### src/rtl/uart_tx.sv
// FIFO-fed UART transmitter: start bit, DATA_WIDTH data bits LSB first, optional parity, STOP_BITS stop bits.
// Define UART_TX_PARITY_EN to compile in an even-parity bit between the data and stop bits.
`timescale 1ns/1ps
module uart_tx #(
    parameter int CLK_DIV    = 16,
    parameter int DATA_WIDTH = 8,
    parameter int STOP_BITS  = 1
) (
    input  logic                  clock,
    input  logic                  aclr_n,
    input  logic                  fifo_empty,
    input  logic [DATA_WIDTH-1:0] fifo_q,
    output logic                  fifo_rdreq,
    output logic                  txd,
    output logic                  busy,
    output logic                  tx_done
);
    localparam int              IW        = $clog2(DATA_WIDTH) + 1;
    localparam logic [15:0]     BAUD_LAST = 16'(CLK_DIV - 1);
    localparam logic [IW-1:0]   DATA_LAST = IW'(DATA_WIDTH - 1);
    localparam logic [IW-1:0]   STOP_LAST = IW'(STOP_BITS - 1);

    typedef enum logic [2:0] {
        IDLE,
        READ,
        LOAD,
        START,
        DATA,
`ifdef UART_TX_PARITY_EN
        PARITY,
`endif
        STOP
    } state_t;

    state_t                state, state_nxt;
    logic [15:0]           baud;
    logic [IW-1:0]         bit_idx;
    logic [DATA_WIDTH-1:0] shreg;
    logic [DATA_WIDTH-1:0] shreg_sh;
    logic                  tick;

    assign tick       = (baud == BAUD_LAST);
    assign shreg_sh   = shreg >> bit_idx;
    assign fifo_rdreq = (state == READ);
    assign busy       = (state != IDLE);
    // bit_idx doubles as the stop-bit counter so two stop bits need no extra state
    assign tx_done    = (state == STOP) && tick && (bit_idx == STOP_LAST);

    always_ff @(posedge clock or negedge aclr_n) begin
        if (!aclr_n) state <= IDLE;
        else         state <= state_nxt;
    end

    always_comb begin
        state_nxt = state;
        txd       = 1'b1;
        case (state)
            IDLE:  if (!fifo_empty) state_nxt = READ;
            READ:  state_nxt = LOAD;
            LOAD:  state_nxt = START;
            START: begin
                txd = 1'b0;
                if (tick) state_nxt = DATA;
            end
            DATA: begin
                txd = shreg_sh[0];
                if (tick && bit_idx == DATA_LAST)
`ifdef UART_TX_PARITY_EN
                    state_nxt = PARITY;
            end
            PARITY: begin
                txd = ^shreg;
                if (tick) state_nxt = STOP;
`else
                    state_nxt = STOP;
`endif
            end
            STOP:  if (tick && bit_idx == STOP_LAST) state_nxt = fifo_empty ? IDLE : READ;
            default: state_nxt = IDLE;
        endcase
    end

    always_ff @(posedge clock or negedge aclr_n) begin
        if (!aclr_n) begin
            baud    <= '0;
            bit_idx <= '0;
            shreg   <= '0;
        end else begin
            if (state_nxt != state || tick) baud <= '0;
            else                            baud <= baud + 16'd1;
            if (state_nxt != state) bit_idx <= '0;
            else if (tick)          bit_idx <= bit_idx + IW'(1);
            if (state == LOAD) shreg <= fifo_q;
        end
    end
endmodule

### config.mk
export PLATFORM = sky130hd
export DESIGN_NAME = uart_tx
export DESIGN_NICKNAME = d
export VERILOG_FILES = /design/src/rtl/uart_tx.sv
export SDC_FILE = /design/constraint.sdc
export NUM_CORES = 1
export LEC_CHECK = 0
export CELL_PAD_IN_SITES_DETAIL_PLACEMENT = 0
export CELL_PAD_IN_SITES_GLOBAL_PLACEMENT = 1
export CORE_MARGIN = 8
export CORE_UTILIZATION = 30
export CTS_CLUSTER_DIAMETER = 40
export DETAILED_ROUTE_END_ITERATION = 12
export HOLD_SLACK_MARGIN = 0.05
export MAX_ROUTING_LAYER = met4
export PLACE_DENSITY_LB_ADDON = 0.1
export RECOVER_POWER = 50
export SLEW_MARGIN = 15
export SYNTH_ARGS = -nofsm -noshare
export SYNTH_HDL_FRONTEND = slang
export SYNTH_SLANG_ARGS = --single-unit
### constraint.sdc
create_clock -name clock -period 6.5 [get_ports clock]
set_input_delay 1.95 -clock clock [delete_from_list [all_inputs] [get_ports clock]]
set_output_delay 1.95 -clock clock [all_outputs]
set_load 0.01 [all_outputs]
==> impl_metrics.env <==
export IMPL_worst_ep_arrival_time_ns=2.72
export IMPL_antenna_left=0
export IMPL_grt_usage=0.1006
export IMPL_hpwl_microns=2644
export IMPL_yosys_warnings=0
export IMPL_whs_ns=0.5081
export IMPL_synth_cells=160
export IMPL_fin_util=0.3583
export IMPL_cts_made_buffers=5
export IMPL_slowest_delay_ns=0.66
export IMPL_cp_start_kind="flop"
export IMPL_port_buffers=14
export IMPL_dp_cells=242
export IMPL_worst_pin_slew_ns=1.750
export IMPL_min_path_type="reg2reg"
export IMPL_rows=27
export IMPL_first_global_vias=1295
export IMPL_cts_path_max_buffers=2
export IMPL_cp_max_fo=7
export IMPL_yosys_area_top_type="dfrtp_1"
export IMPL_final_area_sq_um=1937
export IMPL_synth_edff_count=0
export IMPL_avgSynthCellArea_sq_um=10.26
export IMPL_n_antenna_cell=0
export IMPL_grt_overflow_total=0
export IMPL_fin_nets=191
export IMPL_peakVddDrop_v=0.00008520
export IMPL_syn_area_sq_um=1642
export IMPL_failed_checks="capacitance limit, slew limit"
export IMPL_wl_per_cell_microns=14.61
export IMPL_grt_max_degree=32
export IMPL_required_ns=4.55
export IMPL_period_minus_slack_ns=4.665
export IMPL_fin_skew_ns=0.006982
export IMPL_ys_async_sr_fraction=1.000
export IMPL_crit_slowest_cell="or4_1"
export IMPL_clk_latency_ns=0.28
export IMPL_instances_no_fill=250
export IMPL_post_route_period_util=0.7177
export IMPL_hold_viol_final=0
export IMPL_htreeDepth=2
export IMPL_cts_resized_gates=0
export IMPL_relSlewSlack=-0.1774
export IMPL_slew_violations=42
export IMPL_ctsHoldBuffers=0
export IMPL_synth_seq_area_share=0.4726
export IMPL_cts_root_buf="clkbuf_8"
export IMPL_num_vias=1226
export IMPL_synth_area_leaders="dfrtp_1, mux2_2, nor2_1"
export IMPL_syn_nets=174
export IMPL_status="finished with violations"
export IMPL_start_util=0.3037
export IMPL_routed_wl_microns=3653
export IMPL_finalSetupViolations=0
export IMPL_maxCapViolCount=2
export IMPL_clock_sinks=31
export IMPL_critPathKind="reg2out"
export IMPL_grt_pass1_wl_microns=6458
export IMPL_gp_congestion=0.7173
export IMPL_rsz0062_at_grt="no"
export IMPL_crit_family="simple AND/OR/NAND/NOR gates"
export IMPL_synth_cell_types=37
export IMPL_fp_dieH_microns=89.97
export IMPL_p_per_area_nw_per_um2=195.3
export IMPL_die_x_microns=89.97
export IMPL_cts_setup_buffers=0
export IMPL_cts_tree="done"
export IMPL_postPlaceCellArea_sq_um=1859
export IMPL_critPathCaptureType="output port"
export IMPL_leakage_nw=0.7726
export IMPL_grt_antenna_before_repair=0
export IMPL_crit_chain="or4_1, or4_1, nor3_1, clkdlybuf4s50_1"
export IMPL_drtIter0Drc=24
export IMPL_coreArea_sq_um=5405
export IMPL_synthToLayoutAreaGrowth_pct=17.99
export IMPL_io_pins=15
export IMPL_yosys_area_top_type_share=0.4726
export IMPL_dieArea_sq_um=8095
export IMPL_drcViolationCount=0
export IMPL_drt_pass1_iter_count=4
export IMPL_cpMostUsedCell="or4_1"
export IMPL_crit_buf_inv=1
export IMPL_setup_tns_ns=0
export IMPL_via_per_inst=4.904
export IMPL_ys_ff_latch=31
export IMPL_max_freq_mhz=214.4
export IMPL_synth_flop_cell="dfrtp_1"
export IMPL_cts_clk_slew_worst_paths_ns=0.06
export IMPL_drive_gt1_frac=0.1124
cell usage after synthesis, drive strengths merged, types with 3 or more instances:
cell / number
or4: 4
a21oi: 5
nor2: 24
nand3: 6
nand4: 6
mux2: 8
inv: 6
xor2: 9
clkbuf: 4
nand2: 10
ha: 3
nor3: 10
dfrtp: 31
xnor2: 8
and3: 3
worst register-to-register path, cell delays in order, from the launching register on:
cell and delay, ns:
dfrtp_1 0.45, or4_1 0.55, nor4_1 1.43, nor2_1 0.27, nor3_2 0.40, nor3_1 0.11
cells by family after synthesis:
| family | synth area share |
|---|---|
| adders and majority gates | 0.02287 |
| muxes | 0.08079 |
| and+or+nand+nor | 0.2279 |
| xor gates and xnor gates | 0.09071 |
| AOI/OAI and AO/OA | 0.07927 |
| buffers and inverters | 0.02591 |
| DFF | 0.4726 |
registers in the layout, indices dropped and copies added (netlist names):
register,cells
baud,16
bit_idx,4
shreg,8
state,3
per-layer routing:
layer  global-route usage  vias to the layer above  part of all wire
met3              0.03076                        4             0.033
met5                    -                        -                 0
met4              0.03745                        0             0.012
li1                     -                      599                 -
met1               0.1237                      608              0.50
met2               0.1515                       15              0.46
final timing paths:
kind	start	to	slack (ns)	cells after the start
worst max-delay path	baud[7]$_DFF_PN0_	tx_done	1.83	4
worst min-delay path	shreg[6]$_DFFE_PN0P_	shreg[6]$_DFFE_PN0P_	0.51	1
worst max register to register	baud[7]$_DFF_PN0_	baud[5]$_DFF_PN0_	3.14	5
worst min register to register	shreg[6]$_DFFE_PN0P_	shreg[6]$_DFFE_PN0P_	0.51	1
max in group asynchronous	aclr_n	baud[10]$_DFF_PN0_	2.86	2
min in group asynchronous	aclr_n	state[1]$_DFF_PN0_	2.64	2
cell usage in the layout, fill, tap and decap left out, types with 2 or more instances in the layout:
cell type        instances
a21oi_1                  5
nand4_1                  6
o211ai_1                 2
nor3_1                   9
ha_1                     3
and3_1                   3
nand3_1                  6
dlygate4sd3_1            8
nand2_1                 10
or4_1                    4
inv_1                    6
nor2_1                  24
clkdlybuf4s50_1          6
mux2_2                   8
mux2i_1                  2
nor2b_1                  2
clkbuf_1                 2
dfrtp_1                 31
xnor2_1                  8
xor2_1                   9
clkbuf_8                 7
power by group:
part,internal (mW),switching (mW),leakage [nW]
clock,0.0966,0.0704,0.0515
combinational,0.00792,0.00654,0.334
sequential,0.195,0.00124,0.387
total,0.300,0.0782,0.773
per-stage QoR:
| step | power (mW) | setup slack [ns] |
|---|---|---|
| global route | 0.3938 | 1.715 |
| floorplan | 0.2040 | 2.665 |
| CTS | 0.3859 | 1.786 |
| global placement | 0.2159 | 2.125 |
| detailed placement | 0.2166 | 2.074 |
| finish | 0.3782 | 1.835 |
cell type report:
class | instances | area [sq um]
Sequential cell | 31 | 775.7
Fill cell | 583 | 3468
Clock buffer | 8 | 100.1
Multi-Input combinational cell | 118 | 804.5
Inverter | 6 | 22.52
Timing Repair Buffer | 15 | 143.9
Tap cell | 72 | 90.09
Power figures use the tool's default switching activity.
